==> src/rtl/switch_alloc.sv <==
`default_nettype none
// ============================================================================
// Module   : switch_alloc
// Purpose  : Router output-port allocator. Each of the P crossbar outputs has
//            its own round-robin arbiter over the inputs requesting it. An
//            output is eligible only while its downstream credit counter is
//            non-zero. All outputs are registered, so a decision made from
//            port_req in cycle t appears on the outputs in cycle t+1.
// Ports    : clk        - clock
//            rst        - asynchronous active-high reset
//            port_req   - P*P request matrix, bit [i*P+o] = input i wants o
//            credit_in  - P credit-return pulses, one per released flit
//            grant      - P*P grants, bit [i*P+o] = output o granted to i
//            xbar_sel   - P*P crossbar selects, [o*P +: P] one-hot input
//            out_wr     - P per-output downstream write strobes
//            credit_err - sticky flag, credit returned while counter full
// Revision : 1.0 - initial release
// ============================================================================
module switch_alloc #(
    parameter int P = 7,
    parameter int B = 4
) (
    input  logic             clk,
    input  logic             rst,
    input  logic [P*P-1:0]   port_req,
    input  logic [P-1:0]     credit_in,
    output logic [P*P-1:0]   grant,
    output logic [P*P-1:0]   xbar_sel,
    output logic [P-1:0]     out_wr,
    output logic             credit_err
);

    localparam int         c_PW   = (P > 1) ? $clog2(P) : 1;
    localparam logic [B:0] c_CMAX = {1'b1, {B{1'b0}}};

    logic [B:0]      r_credit [P];
    logic [c_PW-1:0] r_ptr    [P];
    logic [P*P-1:0]  r_grant;
    logic [P*P-1:0]  r_sel;
    logic [P-1:0]    r_out_wr;
    logic            r_err;

    // Per-output arbitration results, packed so each generate iteration
    // drives only its own slice.
    logic [P-1:0]      w_win;
    logic [P*P-1:0]    w_onehot;
    logic [P*c_PW-1:0] w_next_ptr;

    for (genvar o = 0; o < P; o++) begin : g_out
        logic [P-1:0]    w_col;
        logic [P-1:0]    w_mask;
        logic [P-1:0]    w_masked;
        logic [P-1:0]    w_src;
        logic [P-1:0]    w_pick;
        logic [c_PW-1:0] w_idx;

        // Column o of the request matrix, plus a mask of inputs at or
        // above the pointer. Searching the masked set first and falling
        // back to the full set gives the wrap-around scan.
        always_comb begin
            w_col  = '0;
            w_mask = '0;
            for (int i = 0; i < P; i++) begin
                w_col[i]  = port_req[i*P+o];
                w_mask[i] = (i >= int'(r_ptr[o]));
            end
        end

        assign w_masked = w_col & w_mask;
        assign w_src    = (|w_masked) ? w_masked : w_col;
        // Isolate the lowest set bit.
        assign w_pick   = w_src & (~w_src + P'(1));

        always_comb begin
            w_idx = '0;
            for (int i = 0; i < P; i++) begin
                if (w_pick[i]) begin
                    w_idx = c_PW'(i);
                end
            end
        end

        assign w_win[o]                   = (|w_col) && (r_credit[o] != '0);
        assign w_onehot[o*P +: P]         = w_pick;
        assign w_next_ptr[o*c_PW +: c_PW] = (w_idx == c_PW'(P-1)) ? '0
                                          : w_idx + c_PW'(1);
    end

    always_ff @(posedge clk or posedge rst) begin
        if (rst) begin
            r_grant  <= '0;
            r_sel    <= '0;
            r_out_wr <= '0;
            r_err    <= 1'b0;
            for (int o = 0; o < P; o++) begin
                r_credit[o] <= c_CMAX;
                r_ptr[o]    <= '0;
            end
        end else begin
            r_out_wr <= w_win;
            for (int o = 0; o < P; o++) begin
                r_sel[o*P +: P] <= w_win[o] ? w_onehot[o*P +: P] : '0;
                for (int i = 0; i < P; i++) begin
                    r_grant[i*P+o] <= w_win[o] & w_onehot[o*P+i];
                end
                if (w_win[o]) begin
                    r_ptr[o] <= w_next_ptr[o*c_PW +: c_PW];
                end
                // Consume and return together leave the counter unchanged.
                if (w_win[o] && !credit_in[o]) begin
                    r_credit[o] <= r_credit[o] - (B+1)'(1);
                end else if (!w_win[o] && credit_in[o]) begin
                    if (r_credit[o] == c_CMAX) begin
                        r_err <= 1'b1;
                    end else begin
                        r_credit[o] <= r_credit[o] + (B+1)'(1);
                    end
                end
            end
        end
    end

    assign grant      = r_grant;
    assign xbar_sel   = r_sel;
    assign out_wr     = r_out_wr;
    assign credit_err = r_err;

endmodule
`default_nettype wire

==> config.mk <==
export PLATFORM = sky130hd
export DESIGN_NAME = switch_alloc
export DESIGN_NICKNAME = d
export VERILOG_FILES = /design/src/rtl/switch_alloc.sv
export SDC_FILE = /design/constraint.sdc
export NUM_CORES = 1
export LEC_CHECK = 0
export ABC_AREA = 1
export BUFFER_PORTS_ARGS = -buffer_cell sky130_fd_sc_hd__buf_2
export CAP_MARGIN = 20
export CORE_UTILIZATION = 30
export CTS_BUF_LIST = sky130_fd_sc_hd__clkbuf_8
export CTS_CLUSTER_SIZE = 30
export DETAILED_ROUTE_END_ITERATION = 6
export GPL_TIMING_DRIVEN = 0
export PLACE_DENSITY_LB_ADDON = 0.08
export SLEW_MARGIN = 20
export SYNTH_ARGS = -nofsm -noshare
export SYNTH_HDL_FRONTEND = slang
export SYNTH_SLANG_ARGS = --single-unit
==> constraint.sdc <==
create_clock -name clk -period 4.42 [get_ports clk]
set_clock_uncertainty 0.15 [all_clocks]
set_input_delay 0.663 -clock clk [delete_from_list [all_inputs] [get_ports clk]]
set_output_delay 0.663 -clock clk [all_outputs]
set_load 0.005 [all_outputs]
==> results of run 1 <==
worst max path at each step:
stage | slack (ns) | to | start | cells past startpoint
2_1_floorplan | 0.63 | credit_err | rst | 1
3_5_place_dp | 1.02 | r_credit[19] | port_req[10] | 12
4_1_cts | 1.42 | r_credit[19] | r_credit[15] | 12
3_3_place_gp | -1.11 | out_wr[6] | rst | 2
5_1_grt | 1.03 | r_credit[19] | r_credit[15] | 13
6_report | 1.44 | r_credit[19] | r_credit[15] | 12
cell usage in the layout (no fill, tap or decap), types with 2 or more instances in the layout:
cell | synthesis | layout
bufinv_16 | 0 | 2
nand2_1 | 206 | 206
nor3b_1 | 2 | 2
nor2_1 | 106 | 106
nand2_2 | 3 | 3
inv_1 | 121 | 124
nand2_4 | 3 | 3
ha_1 | 35 | 35
nand3b_1 | 3 | 3
or4_1 | 4 | 4
o21ai_0 | 27 | 27
buf_4 | 49 | 49
xnor2_1 | 4 | 4
nor3_1 | 7 | 7
dfstp_2 | 7 | 7
nand4_1 | 12 | 12
clkbuf_8 | 0 | 23
nor4_1 | 8 | 8
o21ai_1 | 17 | 17
o21ai_2 | 4 | 4
dfrtp_1 | 106 | 106
a211oi_1 | 4 | 4
xor2_1 | 21 | 21
nor2_2 | 15 | 15
clkinv_2 | 0 | 3
o21a_1 | 2 | 2
buf_2 | 1 | 164
nand3_2 | 2 | 2
o22ai_1 | 6 | 6
fa_1 | 7 | 7
or3_1 | 3 | 3
inv_2 | 7 | 7
a21oi_1 | 28 | 28
a21oi_2 | 9 | 9
o22ai_2 | 2 | 2
nand3_1 | 93 | 93
clkinv_1 | 3 | 3
clkbuf_1 | 4 | 4
nor2_4 | 3 | 3
flip-flops by register name (all words and copies together), names as in the netlist:
signal      count
out_wr          7
r_credit       35
r_ptr          21
credit_err      1
xbar_sel       20
grant          29
cell type report:
class	instances	area share, %
clock buffers	23	3.57
well taps	319	4.50
flip-flops and latches	113	32.0
inverters	131	5.60
plain buffers	54	4.37
clock inverters	9	1.02
repair buffers	164	9.51
multi-input cells	640	39.4
critical path, cell delays in order, from the launching register on:
cell	delay (ns)
dfrtp_1	0.43
nor4_1	0.33
inv_1	0.12
o22ai_2	0.40
inv_2	0.14
ha_1	0.27
ha_1	0.35
nand2_1	0.08
nor2_1	0.04
a211oi_1	0.23
nor2_1	0.07
nor2_1	0.13
xor2_1	0.17
per-layer routing:
metal | GRT usage (%) | part of all wire (%) | vias up
met2 | 23.6 | 45 | 136
met3 | 3.63 | 4.7 | 16
met4 | 3.74 | 0.87 | 2
met1 | 20.0 | 49 | 2793
met5 | 0 | 0.058 | -
li1 | - | - | 3352
power by group:
part           switching (mW)  leakage [nW]  internal [mW]
clock                   0.432         0.227          0.581
combinational            1.71          3.35           1.31
sequential              0.369          1.38           1.52
total                    2.51          4.96           3.41
cells by family after synthesis:
group	Yosys count
and+or+nand+nor	471
adders and majority gates	42
buffers and inverters	185
AOI/OAI and AO/OA	102
DFF	113
xor gates and xnor gates	25
==> out/metrics.csv, run 1 <==
stage,metric,value,unit
finish,design area,0.00887,mm²
yosys,adder-cell area share of the yosys netlist,8.02,%
yosys,post-synthesis mux area share,0,%
yosys,ys async rst share,100,%
finish,nets,1221,
setup_path,R2R Setup Slk,1.44,ns
floorplanning,Die ar.,0.0247,mm²
global_route,largest net degree at the start of global routing,65,
power_and_ir_drop,total power,5.92,mW
setup_path,worst setup path category,register to register,
yosys,post-synthesis cell area,0.00721,mm²
timing,Slew HR,63.7,%
place,Placement Setup Slack,1.02,ns
yosys,number of flops mapped to enable cells by yosys,0,
timing,Setup TNS,0,ns
clock_tree,CTS tree,done,
finish,multi-input logic area,0.00350,mm²
yosys,Post-synth top cells,"206 x nand2_1, 121 x inv_1, 106 x dfrtp_1, 106 x nor2_1, 93 x nand3_1",
finish,Reg area,0.00284,mm²
route,drc violations,0,
route,DR WL/cell,11.8,µm
route,vias after detailed routing,6299,
power_and_ir_drop,Max IR drop VDD,181,µV
route,post-route ant nets,0,
setup_path,Reg2Reg Depth,12,
setup_path,reg-to-reg critical path endpoint,r_credit[19],
setup_path,startpoint class of the critical path,register,
yosys,Synth Area in Compound Gates,8.38,%
route,DR iter-0 viols,343,
finish,Layout Cells excl Fill,1453,
timing,Final WS setup,1.44,ns
route,vias per cell,4.34,
clock_tree,Worst-path clk slew,0.08,ns
global_route,gr ovfl total,0,
clock_tree,Post-CTS Setup Bufs,0,
yosys,Mean Syn Cell Area,7.69,µm²
timing,RSZ-0062 raised after global routing,false,
yosys,most common cell in the netlist,nand2_1,
finish,Layout Utilization,37.7,%
clock_tree,clk buf depth,2,
min_path,Hold/Removal Path Class,input pin to async pin,
yosys,area share of the largest cell type after synthesis,36.8,%
floorplanning,Placement Rows,56,
power_and_ir_drop,Pwr per Cell Area,668,mW/mm²
flow_run,Max Cap Violations,0,
route,count of TritonRoute iterations in the first routing pass,6,
timing,fin crit share,67.3,%
finish,Fill cells,2486,
setup_path,crit path DAT,3.18,ns
clock_tree,hold_buf cts,0,
timing,Worst Hold Margin,0.120,ns
yosys,simple logic cell fraction of the synthesized area,29.0,%
finish,number of diodes,0,
yosys,main combinational cell family by area after synthesis,simple AND/OR/NAND/NOR gates,
route,Routed WL,17200,µm
clock_tree,clock sinks,113,
floorplanning,Initial Utilization,30.6,%
yosys,Unique masters post-synth,40,
setup_path,Crit Reg-Reg Startpoint,r_credit[15],
clock_tree,cts repair resizes,0,
place,GPL Wtd Cong,0.806,
finish,share of cells above drive strength 1,26.4,%
timing,fmax,336,MHz
floorplanning,Die X,157,µm
yosys,synthesis-stage register bit count,113,
place,cell area after placement,0.00846,mm²
power_and_ir_drop,Pleak,4.96,nW
place,IO Port Bufs,163,
timing,Final setup viols,0,
yosys,largest area contributor in the netlist,dfrtp_1,
global_route,first-pass GRT wire length,28800,µm
setup_path,crit path max fanout,10,
yosys,Synthesis Warnings,0,
floorplanning,Ports,164,
yosys,"Primary FF master, synth",dfrtp_1,
yosys,post-synth net total,1038,
setup_path,CP endpoint kind,register,
global_route,number of global-route vias before repair,5967,
clock_tree,Root Buffer,clkbuf_8,
timing,Fin. Hold Viols,0,
clock_tree,# H-tree levels,4,
setup_path,WP data required,4.63,ns
yosys,sequential area share after synthesis,39.3,%
finish,Layout area overhead,22.9,%
timing,Final Max Tran Viols,0,
floorplanning,core area,0.0235,mm²
timing,fin crit period,2.98,ns
yosys,Synth Instances,938,
floorplanning,chip height,157,µm
global_route,initial antenna violation count,1,
yosys,xor and xnor area share after synthesis,3.04,%
yosys,"top cells by area, synth","dfrtp_1 37%, nand2_1 11%, nand3_1 6.5%, inv_1 6.3%, ha_1 6.1%",
run_status,status,completed,
place,Placed Instances,1421,
clock_tree,Worst-Skew Late Latency,0.44,ns
timing,Worst-Margin Slew,0.542,ns
global_route,total track usage,14.8,%
place,HPWL Detailed,13400,µm
clock_tree,Num CTS Buffers,17,
No activity file was read; power rests on OpenSTA's default activity.
==> run 2: changes to the inputs <==
- clock period: 4.42 -> 2.66 ns (I/O delays scaled with it)
==> run 2 against run 1 <==
  * Clock power is 72% higher
  * Critical path depth is 1 lower
  * Global-route usage is 0.81 points lower
  * Design area is 3.6% higher
  * Sequential share of layout area is 1.1 points lower
  * Utilization is 1.4 points higher
  * Count of clock-buffer cells in the layout is 5 lower
  * Register-to-register slack worse by 1.3 ns
  * Non-clock buffer count is 11 higher
  * Critical path type unchanged
  * Critical endpoint is now r_credit[4]
==> out/metrics.csv, run 2 (synthesized netlist as in run 1, its figures left out) <==
stage,metric,value,unit,change
flow_run,Max Cap Violations,0,,unchanged
timing,Final WS setup,0.183,ns,-1.26 ns
clock_tree,# H-tree levels,4,,unchanged
floorplanning,Placement Rows,56,,unchanged
finish,share of cells above drive strength 1,30.1,%,+3.8 points
power_and_ir_drop,clock share of power,17.1,%,about the same
route,vias per cell,4.37,,+0.78%
setup_path,worst setup path category,register to register,,
clock_tree,clk buf depth,2,,unchanged
power_and_ir_drop,cell internal pwr,5.82,mW,+71%
finish,Fill cells,2493,,+0.28%
power_and_ir_drop,Psw,4.33,mW,+73%
timing,fin crit period,2.48,ns,-0.499 ns
timing,Final Max Tran Viols,0,,unchanged
setup_path,crit path DAT,2.68,ns,-0.50 ns
place,Placement Setup Slack,-0.376,ns,-1.40 ns
setup_path,crit path max fanout,6,,-4
finish,nets,1232,,+0.90%
floorplanning,chip height,157,µm,unchanged
clock_tree,Worst-Skew Late Latency,0.44,ns,about the same
timing,Slew HR,61.6,%,-2.1 points
global_route,largest net degree at the start of global routing,32,,-51%
setup_path,Crit Reg-Reg Startpoint,r_credit[1],,
min_path,min-delay src,port_req[42],,
place,HPWL Detailed,12800,µm,-4.0%
route,DR iter-0 viols,206,,-40%
timing,Fin. Hold Viols,0,,unchanged
clock_tree,CTS tree,done,,
global_route,first-pass GRT wire length,27500,µm,-4.7%
floorplanning,Initial Utilization,30.6,%,unchanged
timing,fmax,404,MHz,+20%
route,drc violations,0,,unchanged
power_and_ir_drop,Max IR drop VDD,330,µV,+83%
finish,max reg flops,35,,unchanged
power_and_ir_drop,Pwr per Cell Area,1110,mW/mm²,+65%
setup_path,beginning of the critical path,r_credit[1],,
run_status,status,completed,,
route,Routed WL,16800,µm,-2.4%
global_route,gr ovfl total,0,,unchanged
timing,Worst-Margin Slew,0.574,ns,+0.0311 ns
clock_tree,Root Buffer,clkbuf_8,,
clock_tree,clock sinks,113,,unchanged
floorplanning,Ports,164,,unchanged
route,count of TritonRoute iterations in the first routing pass,6,,unchanged
finish,Top reg by flops,r_credit,,
floorplanning,Die ar.,0.0247,mm²,unchanged
floorplanning,Die X,157,µm,unchanged
power_and_ir_drop,Sequential Power Share,31.2,%,-0.7 points
place,Placed Instances,1424,,+0.21%
route,DR WL/cell,11.4,µm,-3.1%
place,GPL Wtd Cong,0.825,,+2.4%
route,vias after detailed routing,6396,,+1.5%
setup_path,startpoint class of the critical path,register,,
power_and_ir_drop,Pleak,5.01,nW,+1.0%
power_and_ir_drop,switch share,42.7,%,+0.29 points
finish,number of diodes,0,,unchanged
finish,Layout area overhead,27.4,%,
power_and_ir_drop,Gate power share,51.7,%,+0.7 points
timing,Final setup viols,0,,unchanged
clock_tree,Num CTS Buffers,17,,unchanged
global_route,initial antenna violation count,0,,-1
place,IO Port Bufs,163,,unchanged
finish,highest-count cells in the layout ignoring fill and taps,"206 x nand2_1, 164 x buf_2, 115 x inv_1, 106 x nor2_1, 105 x dfrtp_1",,
timing,Setup TNS,0,ns,unchanged
setup_path,CP endpoint kind,register,,
floorplanning,core area,0.0235,mm²,unchanged
timing,fin crit share,93.1,%,+26 points
setup_path,WP data required,2.86,ns,-1.77 ns
finish,"commonest non-fill, non-tap cell in the layout",nand2_1,,
finish,Layout Cells excl Fill,1464,,+0.76%
clock_tree,Worst-path clk slew,0.07,ns,about the same
global_route,number of global-route vias before repair,5819,,-2.5%
min_path,Hold/Removal Path Class,input pin to register,,
finish,Layout Utilization,39.0,%,+1.4 points
route,post-route ant nets,0,,unchanged
global_route,total track usage,14.0,%,-0.81 points
timing,Worst Hold Margin,0.0957,ns,-0.0243 ns
-- run 2: changes by cell type in the layout (fill, tap and decap cells not counted), sizes merged --
cell,previous run,this run
buf,214,224
clkbuf,27,22
clkinv,6,9
inv,132,130
bufinv,2,3
dlygate4sd3,0,1
clkinvlp,0,3
-- run 2: path summary, 6_finish.rpt --
path / end / slack (ns) / cells past startpoint
max in group asynchronous: r_credit[19] / 1.37 / 5
worst max register to register: r_credit[4] / 0.18 / 11
min in group asynchronous: r_credit[27] / 0.28 / 3
worst min-delay path: xbar_sel[6] / 0.1 / 3
worst min register to register: r_credit[30] / 0.35 / 1
worst max-delay path: r_credit[4] / 0.18 / 11
-- run 2: metal layers --
metal  GRT usage [%]  routed length, µm  share of wire, %  vias to the layer above
met2            22.9               7660                46                      120
li1                -                  -                 -                     3376
met5               0                  0                 0                        -
met4            4.85                200               1.2                        0
met3            2.53                645               3.8                       11
met1            18.5               8250                49                     2889
-- run 2: repair_timing --
| item | 4_1_cts | 5_1_grt |
|---|---|---|
| hold buffers | 1 | 0 |
| pin swaps | 3 | 5 |
| endpoints found under the setup margin | 7 | 9 |
| hold endpoints to repair | 29 | 0 |
| setup buffers | 2 | 5 |
| resized for setup | 9 | 25 |
-- run 2: per-stage QoR --
stage	instance area (µm²)	power [mW]
after floorplan	7240	6.81
after global placement	8460	8.25
after detailed placement	8540	8.26
after CTS	9020	10.1
after global routing	9190	11.3
final	9190	10.2
-- run 2: area by class of cell --
cell class,instances,area [µm²],area share [%]
flip-flops and latches,113,2840,30.9
repair buffers,175,958,10.4
clock buffers,18,248,2.70
plain buffers,54,388,4.22
multi-input cells,640,3690,40.2
inverters,131,495,5.39
well taps,319,399,4.34
clock inverters,14,166,1.81
-- run 2: critical path: stages (launching register included) --
cell,delay [ns]
dfrtp_1,0.42
nor4_2,0.31
nand2_1,0.12
o21a_2,0.18
ha_2,0.22
ha_1,0.33
nand2_1,0.09
nor2_1,0.05
a211oi_2,0.17
a21oi_1,0.09
o21ai_0,0.09
xor2_1,0.17
-- run 2: power by group through the flow --
stage | logic (mW) | clock network (mW) | registers [mW]
2_1_floorplan | 3.74 | 0 | 3.06
3_3_place_gp | 5.09 | 0 | 3.16
3_5_place_dp | 5.11 | 0 | 3.15
4_1_cts | 5.16 | 1.83 | 3.14
5_1_grt | 6.08 | 1.89 | 3.29
6_report | 5.25 | 1.74 | 3.17
